## config.mk

```make
export PLATFORM = sky130hd
export DESIGN_NAME = bw_io_dtl_drv_bs_flat
export DESIGN_NICKNAME = d
export VERILOG_FILES = /design/src/rtl/bw_io_dtl_pkg.sv /design/src/rtl/bw_io_dtl_drv_bs_if.sv /design/src/rtl/bw_io_dtl_bscan_cell.sv /design/src/rtl/bw_io_dtl_drv_bs.sv /design/src/flat_wrapper.sv
export SDC_FILE = /design/constraint.sdc
export NUM_CORES = 1
export LEC_CHECK = 0
export CORE_ASPECT_RATIO = 0.6
export CORE_MARGIN = 2
export CORE_UTILIZATION = 25
export DETAILED_ROUTE_END_ITERATION = 16
export RECOVER_POWER = 50
export SYNTH_ARGS = -nofsm -noshare
export SYNTH_HDL_FRONTEND = slang
export SYNTH_SLANG_ARGS = --single-unit
```

## constraint.sdc

```tcl
create_clock -name rclk -period 4.1 [get_ports rclk]
set_input_delay 0.82 -clock rclk [delete_from_list [all_inputs] [get_ports rclk]]
set_output_delay 0.82 -clock rclk [all_outputs]
set_load 0.01 [all_outputs]
```

## src/rtl/bw_io_dtl_pkg.sv

```systemverilog
// Shared types for the DTL pad driver: FSM state encoding and scan-cell bit positions.
package bw_io_dtl_pkg;

    typedef enum logic [1:0] {
        OFF    = 2'd0,
        WEAK   = 2'd1,
        STRONG = 2'd2
    } dtl_drv_st_t;

    localparam int BS_DATA_IDX = 0;
    localparam int BS_OE_IDX   = 1;

endpackage

```

## src/rtl/bw_io_dtl_drv_bs_if.sv

```systemverilog
// Pad-side bundle of the DTL driver: functional inputs, boundary-scan controls and driver outputs.
interface bw_io_dtl_drv_bs_if;

    logic data;
    logic oe;
    logic bs_mode;
    logic capture_dr;
    logic shift_dr;
    logic update_dr;
    logic bs_si;
    logic pad_obs;
    logic bs_so;
    logic pad_dout;
    logic pad_oe_wk;
    logic pad_oe_str;
    logic drv_ready;

    modport master (
        output data, oe, bs_mode, capture_dr, shift_dr, update_dr, bs_si, pad_obs,
        input  bs_so, pad_dout, pad_oe_wk, pad_oe_str, drv_ready
    );

    modport slave (
        input  data, oe, bs_mode, capture_dr, shift_dr, update_dr, bs_si, pad_obs,
        output bs_so, pad_dout, pad_oe_wk, pad_oe_str, drv_ready
    );

endinterface

```

## src/rtl/bw_io_dtl_bscan_cell.sv

```systemverilog
// One boundary-scan bit: capture/shift register stage followed by an update latch register.
module bw_io_dtl_bscan_cell (
    input  logic rclk,
    input  logic arst_l,
    input  logic capture,
    input  logic shift,
    input  logic update,
    input  logic cap_d,
    input  logic si,
    output logic sh,
    output logic upd
);

    // NOTE: non-blocking assignments let upd take the pre-edge sh even when sh changes on the same edge.
    always_ff @(posedge rclk or negedge arst_l) begin
        if (!arst_l) begin
            sh  <= 1'b0;
            upd <= 1'b0;
        end else begin
            if (capture)
                sh <= cap_d;
            else if (shift)
                sh <= si;
            if (update)
                upd <= sh;
        end
    end

endmodule

```

## src/rtl/bw_io_dtl_drv_bs.sv

```systemverilog
// DTL pad transmitter control: weak->strong enable sequencing plus a 2-bit (oe, data) scan cell.
// Optional BW_IO_DTL_DRV_SLEW_EN: a data change while driving strong re-enters the weak phase.
module bw_io_dtl_drv_bs
    import bw_io_dtl_pkg::*;
#(
    parameter int WK_CYC = 4,
    parameter int CNT_W  = 4
) (
    input logic               rclk,
    input logic               arst_l,
    bw_io_dtl_drv_bs_if.slave pif
);

    localparam logic [CNT_W-1:0] CNT_LOAD = CNT_W'(WK_CYC - 1);

    dtl_drv_st_t      state, nxt;
    logic [CNT_W-1:0] cnt, cnt_nxt;
    logic [1:0]       shreg, upd;
    logic             oe_e, data_e, toggle;
    logic             dout_q, wk_q, str_q;

    assign oe_e   = pif.bs_mode ? upd[BS_OE_IDX]   : pif.oe;
    assign data_e = pif.bs_mode ? upd[BS_DATA_IDX] : pif.data;

`ifdef BW_IO_DTL_DRV_SLEW_EN
    assign toggle = data_e != dout_q;
`else
    assign toggle = 1'b0;
`endif

    // NOTE: next-state and counter get their hold values first so no path through the case infers a latch.
    always_comb begin
        nxt     = state;
        cnt_nxt = cnt;
        case (state)
            OFF: begin
                if (oe_e) begin
                    nxt     = WEAK;
                    cnt_nxt = CNT_LOAD;
                end
            end
            WEAK: begin
                if (!oe_e)
                    nxt = OFF;
                else if (toggle)
                    cnt_nxt = CNT_LOAD;
                else if (cnt == '0)
                    nxt = STRONG;
                else
                    cnt_nxt = cnt - 1'b1;
            end
            STRONG: begin
                if (!oe_e) begin
                    nxt = OFF;
                end else if (toggle) begin
                    nxt     = WEAK;
                    cnt_nxt = CNT_LOAD;
                end
            end
            default: nxt = OFF;
        endcase
    end

    // Enables are registered from the next state so a disable reaches the pad one cycle after oe_e falls.
    always_ff @(posedge rclk or negedge arst_l) begin
        if (!arst_l) begin
            state  <= OFF;
            cnt    <= '0;
            dout_q <= 1'b0;
            wk_q   <= 1'b0;
            str_q  <= 1'b0;
        end else begin
            state  <= nxt;
            cnt    <= cnt_nxt;
            dout_q <= data_e;
            wk_q   <= nxt != OFF;
            str_q  <= nxt == STRONG;
        end
    end

    // Scan chain: bs_si -> oe bit -> data bit -> bs_so.
    bw_io_dtl_bscan_cell u_cell_oe (
        .rclk    (rclk),
        .arst_l  (arst_l),
        .capture (pif.capture_dr),
        .shift   (pif.shift_dr),
        .update  (pif.update_dr),
        .cap_d   (oe_e),
        .si      (pif.bs_si),
        .sh      (shreg[BS_OE_IDX]),
        .upd     (upd[BS_OE_IDX])
    );

    bw_io_dtl_bscan_cell u_cell_data (
        .rclk    (rclk),
        .arst_l  (arst_l),
        .capture (pif.capture_dr),
        .shift   (pif.shift_dr),
        .update  (pif.update_dr),
        .cap_d   (pif.pad_obs),
        .si      (shreg[BS_OE_IDX]),
        .sh      (shreg[BS_DATA_IDX]),
        .upd     (upd[BS_DATA_IDX])
    );

    assign pif.bs_so      = shreg[BS_DATA_IDX];
    assign pif.pad_dout   = dout_q;
    assign pif.pad_oe_wk  = wk_q;
    assign pif.pad_oe_str = str_q;
    assign pif.drv_ready  = str_q;

endmodule

```

## src/flat_wrapper.sv

```systemverilog
// flat-port wrapper written by rule: the top's interface ports become plain ports
module bw_io_dtl_drv_bs_flat import bw_io_dtl_pkg::*;
#(
    parameter int WK_CYC = 4,
    parameter int CNT_W  = 4
)
  (rclk, arst_l, pif_data, pif_oe, pif_bs_mode, pif_capture_dr, pif_shift_dr, pif_update_dr, pif_bs_si, pif_pad_obs, pif_bs_so, pif_pad_dout, pif_pad_oe_wk, pif_pad_oe_str, pif_drv_ready);
  bw_io_dtl_drv_bs_if pif_i ();
  input logic rclk;
  input logic arst_l;
  input wire logic [$bits(pif_i.data)-1:0] pif_data;
  input wire logic [$bits(pif_i.oe)-1:0] pif_oe;
  input wire logic [$bits(pif_i.bs_mode)-1:0] pif_bs_mode;
  input wire logic [$bits(pif_i.capture_dr)-1:0] pif_capture_dr;
  input wire logic [$bits(pif_i.shift_dr)-1:0] pif_shift_dr;
  input wire logic [$bits(pif_i.update_dr)-1:0] pif_update_dr;
  input wire logic [$bits(pif_i.bs_si)-1:0] pif_bs_si;
  input wire logic [$bits(pif_i.pad_obs)-1:0] pif_pad_obs;
  output wire logic [$bits(pif_i.bs_so)-1:0] pif_bs_so;
  output wire logic [$bits(pif_i.pad_dout)-1:0] pif_pad_dout;
  output wire logic [$bits(pif_i.pad_oe_wk)-1:0] pif_pad_oe_wk;
  output wire logic [$bits(pif_i.pad_oe_str)-1:0] pif_pad_oe_str;
  output wire logic [$bits(pif_i.drv_ready)-1:0] pif_drv_ready;
  assign pif_i.data = pif_data;
  assign pif_i.oe = pif_oe;
  assign pif_i.bs_mode = pif_bs_mode;
  assign pif_i.capture_dr = pif_capture_dr;
  assign pif_i.shift_dr = pif_shift_dr;
  assign pif_i.update_dr = pif_update_dr;
  assign pif_i.bs_si = pif_bs_si;
  assign pif_i.pad_obs = pif_pad_obs;
  assign pif_bs_so = pif_i.bs_so;
  assign pif_pad_dout = pif_i.pad_dout;
  assign pif_pad_oe_wk = pif_i.pad_oe_wk;
  assign pif_pad_oe_str = pif_i.pad_oe_str;
  assign pif_drv_ready = pif_i.drv_ready;
  bw_io_dtl_drv_bs #(.WK_CYC(WK_CYC), .CNT_W(CNT_W)) u_core (.rclk(rclk), .arst_l(arst_l), .pif(pif_i));
endmodule
```

==> results.cfg, run 1 <==
[drt]
detail_route.iter0.violations = 22
wl_mm = 1.33
drc_viols = 0
vias_per_cell = 4.73
wire_per_inst_um = 13.2
first_drt_pass_iteration_count = 4
dr_total_vias = 478
postRouteAntennaNets = 0

[worst_setup_path]
crit_path_start_kind = input pin
crit_fanout = 11
timing.setup.critical_path_class = in2reg
critPathCaptureType = flop
crit_required_ns = 4.23
crit_arrival_ns = 2.51

[grt]
grtUsageTotal_pct = 10.6
grt_pass1_vias = 454
grt-ovfl-total = 0
grt_max_degree = 14
grt_first_pass_wirelength_mm = 2.20
grt_antenna_before_repair = 0

[clocking]
cts_tree = done
clock-root-buffer = clkbuf_8
post_cts_resized = 0
h-tree-depth = 1
clock_latency_ns = 0.24
cts-hold-fix-buffers = 0
num_clock_sinks = 13
clk_transition_reported_paths_ns = 0.05
clock_path_buffers = 2
postCtsSetupRepairBufs = 0
cts_buffers = 3

[run_status]
outcome = complete, no violations

[yosys]
ys_types = 28
syn_inst = 55
ys_seq_elements = 13
yosysWarningCount = 0
synthesis.area_um2 = 632
syn_nets = 67
ys_seq_area_share_pct = 51.5
synth_area_per_cell_um2 = 11.5

[sta]
achievable-frequency_mhz = 419
report.final.hold_viol_count = 0
clock-skew-final_ns = 0.00164
grt_setup_unrepaired = false
maxSlewViolCount = 0
final.period_utilization_pct = 58.1
maxSlewHeadroom_pct = 40.7
timing.final.setup_violations = 0
setup_tns_ns = 0
timing_worst_slew_pin_value_ns = 0.865
min_period_ns = 2.38

[flow_run]
max_cap_violations = 0

[power_and_ir_drop]
cellInternalPower_w = 0.000291
netSwitchingPower_w = 0.000134
switching_share_pct = 31.5
clock_power_share_pct = 26.5
pwr-share-seq_pct = 44.6
power_density_nw_per_um2 = 513
finalPower_w = 0.000425
ir_drop_uv = 134
comb_power_share_pct = 28.9
power.static_leakage_nw = 0.363

[floorplanning]
core_area_um2 = 2450
initial_utilization_pct = 25.8
num_rows = 14
fp.dieArea_um2 = 2960
boundary_pin_count = 15
floorplan.die.width_um = 68.9
die_h_um = 42.9

[finish]
number_of_nets_in_the_finished_design = 82
finish.cell_count_without_fillers = 101
layout-drive-gt1-share_pct = 11.6
signed_area_change_from_the_synthesized_netlist_to_the_final_layout_pct = 31.1
final_core_utilization_pct = 33.8
fill_cells = 263
number_of_diodes = 0

[place]
dp.final_hpwl_um = 969
placedCellCount = 97
gp_congestion = 0.795
buffer_ports.inserted = 14

[min_path]
worst_hold_path_type = reg2reg
power groups by stage:
stage                     clock, W  combinational (W)  sequential, W
after global placement           0           0.000118       0.000188
after global routing      0.000124           0.000136       0.000194
final                     0.000112           0.000123       0.000189
after detailed placement         0           0.000122       0.000191
after floorplan                  0          0.0000918       0.000177
after CTS                 0.000116           0.000124       0.000189
metal layers:
layer  wire length [µm]  GRT usage, %
met3                140          6.37
met4                  0             0
met5                  0             0
met1                594          14.4
met2                599          15.4
flip-flops by register name (all words and copies together), names as in the netlist:
register                cells
u_core.u_cell_oe.sh         1
u_core.u_cell_oe.upd        1
u_core.pif.pad_oe_wk        1
u_core.u_cell_data.upd      1
u_core.pif.drv_ready        1
u_core.state                2
u_core.cnt                  4
u_core.u_cell_data.sh       1
u_core.pif.pad_dout         1
cell families (layout without fill, tap and decap cells):
logic type,count (synthesis),after routing,share of synthesized area [%]
multiplexers,5,5,8.51
buffers and inverters,8,22,6.93
adder cells (fa/ha/maj),2,2,3.96
AND/OR/NAND/NOR,13,13,12.5
flip-flops,13,13,51.5
AO/OA/AOI/OAI,14,14,16.6
stage by stage:
step	hold slack [ns]	worst slack (ns)	instance area, µm²
after global routing	0.561	1.58	828
after CTS	0.524	1.74	828
after floorplan	0.475	2.40	632
final	0.521	1.72	828
after global placement	0.500	1.60	783
after detailed placement	0.509	1.48	783
cells in the mapped netlist:
cell / number / area [µm²]
dfrtp_1: 13 / 325
a21oi_1: 4 / 20.0
inv_1: 4 / 15.0
mux2_2: 3 / 33.8
nand2_1: 3 / 11.3
ha_1: 2 / 25.0
mux2i_1: 2 / 20.0
nor2b_1: 2 / 12.5
nor3_1: 2 / 10.0
o21ai_0: 2 / 10.0
a211o_1: 1 / 8.76
a211oi_1: 1 / 7.51
a211oi_2: 1 / 12.5
a21bo_1: 1 / 10.0
a22o_1: 1 / 8.76
a41o_1: 1 / 10.0
and3_1: 1 / 6.26
buf_2: 1 / 5.00
buf_4: 1 / 7.51
buf_6: 1 / 11.3
clkbuf_2: 1 / 5.00
nand3_1: 1 / 5.00
nand3b_1: 1 / 7.51
nor3b_2: 1 / 12.5
o31a_1: 1 / 8.76
o41ai_1: 1 / 8.76
or3_1: 1 / 6.26
or4_1: 1 / 7.51
critical path, stage by stage:
cell,delay (ns)
clkdlybuf4s50_1,0.50
mux2i_1,0.74
nor3_1,0.16
a41o_1,0.29
final timing paths:
check,from,to,slack [ns],cells past startpoint
worst max-delay path,pif_bs_mode,u_core.cnt[2],1.72,4
worst min-delay path,u_core.u_cell_data.upd,u_core.u_cell_data.upd,0.52,1
worst max register to register,u_core.u_cell_oe.upd,u_core.cnt[2],2.46,3
worst min register to register,u_core.u_cell_data.upd,u_core.u_cell_data.upd,0.52,1
max in group asynchronous,arst_l,u_core.u_cell_data.sh,2.67,1
min in group asynchronous,arst_l,u_core.cnt[3],1.03,1
cells in the final DEF, fill, tap and decap left out, types with 2 or more instances in the layout:
cell type and instances:
dfrtp_1 13, clkdlybuf4s50_1 11, inv_1 4, a21oi_1 4, nand2_1 3, mux2_2 3, clkbuf_8 3, dlygate4sd3_1 3
mux2i_1 2, nor3_1 2, nor2b_1 2, o21ai_0 2, ha_1 2
final cells by class:
cell class | count | area [µm²] | share of cell area (%)
Tap cell | 32 | 40.0 | 4.83
Multi-Input combinational cell | 34 | 263 | 31.7
Sequential cell | 13 | 325 | 39.3
Clock buffer | 4 | 45.0 | 5.44
Inverter | 4 | 15.0 | 1.81
Timing Repair Buffer | 14 | 140 | 16.9
(Power assumes the default switching activity.)
==> run 2: changes to the inputs <==
clock period = 1.95 ns   (was 4.1 ns; I/O delays follow)
==> run 2 against run 1 <==
- sequential power up 110%
- clock-buffer cell count unchanged
- combinational power grew 110%
- clock power is 110% higher
- core utilization increased by 0.31 points
- worst setup slack worse by 1.5 ns
- non-clock buffer count is 1 higher
- first-iteration DRC count shrank 41%
==> results.cfg, run 2 (synthesis results as in run 1) <==
[run_status]
outcome = complete, no violations

[place]
buffer_ports.inserted = 14
dp.final_hpwl_um = 881
gp_congestion = 0.833

[finish]
number_of_nets_in_the_finished_design = 83
multiInputGateArea_um2 = 263
flip_flop_count_of_the_largest_register_all_copies_and_words_added = 4
fill_cells = 241
area.sequential_um2 = 325
layout-drive-gt1-share_pct = 12.9
largest_registers = u_core.cnt x4, u_core.state x2
final_core_utilization_pct = 34.1
registers.top_by_ff_count = u_core.cnt
signed_area_change_from_the_synthesized_netlist_to_the_final_layout_pct = 32.3
number_of_diodes = 0
final_common_cell = dfrtp_1
layout.cells.most_common_list = dfrtp_1 (13), clkdlybuf4s50_1 (11), inv_1 (4), a21oi_1 (4)

[clocking]
clock_latency_ns = 0.24
num_clock_sinks = 13
cts_tree = done
clk_transition_reported_paths_ns = 0.05
postCtsSetupRepairBufs = 0
post_cts_resized = 0
cts-hold-fix-buffers = 0
clock_path_buffers = 2
clock-root-buffer = clkbuf_8
cts_buffers = 3
h-tree-depth = 1

[drt]
wl_mm = 1.15
vias_per_cell = 4.60
wire_per_inst_um = 11.3
postRouteAntennaNets = 0
drc_viols = 0
dr_total_vias = 469
first_drt_pass_iteration_count = 4
detail_route.iter0.violations = 13

[sta]
achievable-frequency_mhz = 588
maxSlewViolCount = 0
maxSlewHeadroom_pct = 61.4
final.period_utilization_pct = 87.1
grt_setup_unrepaired = false
timing.final.setup_violations = 0
min_period_ns = 1.70
clock-skew-final_ns = 0.00495
timing_worst_slew_pin_value_ns = 0.564
report.final.hold_viol_count = 0
setup_tns_ns = 0

[floorplanning]
floorplan.die.width_um = 68.9
initial_utilization_pct = 25.8
num_rows = 14
boundary_pin_count = 15
core_area_um2 = 2450
die_h_um = 42.9
fp.dieArea_um2 = 2960

[grt]
grtUsageTotal_pct = 8.85
grt_first_pass_wirelength_mm = 1.80
grt_antenna_before_repair = 0
grt_max_degree = 14
grt_pass1_vias = 386
grt-ovfl-total = 0

[min_path]
whs_path_depth = 1
worst_hold_path_type = reg2reg

[worst_setup_path]
timing.critical_path.slowest_stage_cell = mux2i_1
critPathCaptureType = flop
crit_arrival_ns = 1.83
crit_fanout = 7
crit_required_ns = 2.08
crit_path_start_kind = input pin
timing.setup.critical_path_class = in2reg
critPathMaxStageDelay_ns = 0.52
worst-r2r-cell-count = 5
timing.critical_path.cells = clkdlybuf4s50_1 -> mux2i_1 -> nor3_1 -> a41o_1

[power_and_ir_drop]
power_density_nw_per_um2 = 1050
ir_drop_uv = 304
finalPower_w = 0.000881
power.static_leakage_nw = 0.367

[flow_run]
max_cap_violations = 0
run 2: changes by cell type in the layout (fill, tap and decap cells not counted):
cell | before | now
buf_4 | 0 | 1
run 2: layer usage:
metal | wire length, µm | part of all wire, % | global-route usage, %
met2 | 453 | 39 | 10.8
met1 | 619 | 54 | 12.7
met4 | 0 | 0 | 2.35
met5 | 0 | 0 | 0
met3 | 82 | 7.1 | 5.57
run 2: power by group:
group / total, W / switching (W) / internal, W
sequential: 0.000394 / 0.0000612 / 0.000333
combinational: 0.000254 / 0.000116 / 0.000137
clock: 0.000234 / 0.0000901 / 0.000144
total: 0.000881 / 0.000268 / 0.000614
run 2: critical path, delay by kind of cell:
kind / cells / cell delay, ns
AO/OA/AOI/OAI: 1 / 0.27
buffers and inverters: 1 / 0.50
multiplexers: 1 / 0.52
AND/OR/NAND/NOR: 1 / 0.16
run 2: layout make-up:
type                            count  area share [%]
Sequential cell                    13            38.9
Multi-Input combinational cell     34            31.4
Timing Repair Buffer               15            17.7
Clock buffer                        4            5.39
Tap cell                           32            4.79
Inverter                            4            1.80
run 2: metrics by stage:
step                area, µm²  setup WS, ns  hold slack [ns]  std cells
finish                    836         0.251            0.523        102
global route              836         0.201            0.536        102
CTS                       836         0.259            0.521        102
detailed placement        791       0.00452            0.509         98
global placement          791        0.0669            0.501         98
floorplan                 632         0.478           0.0944         55
run 2: worst paths after layout:
| path | from | end | slack, ns |
|---|---|---|---|
| worst min register to register | u_core.u_cell_oe.upd | u_core.u_cell_oe.upd | 0.52 |
| min in group asynchronous | arst_l | u_core.cnt[3] | 0.59 |
| worst min-delay path | u_core.u_cell_oe.upd | u_core.u_cell_oe.upd | 0.52 |
| worst max register to register | u_core.cnt[0] | u_core.cnt[1] | 0.36 |
| worst max-delay path | pif_bs_mode | u_core.cnt[2] | 0.25 |
| max in group asynchronous | arst_l | u_core.cnt[0] | 0.97 |
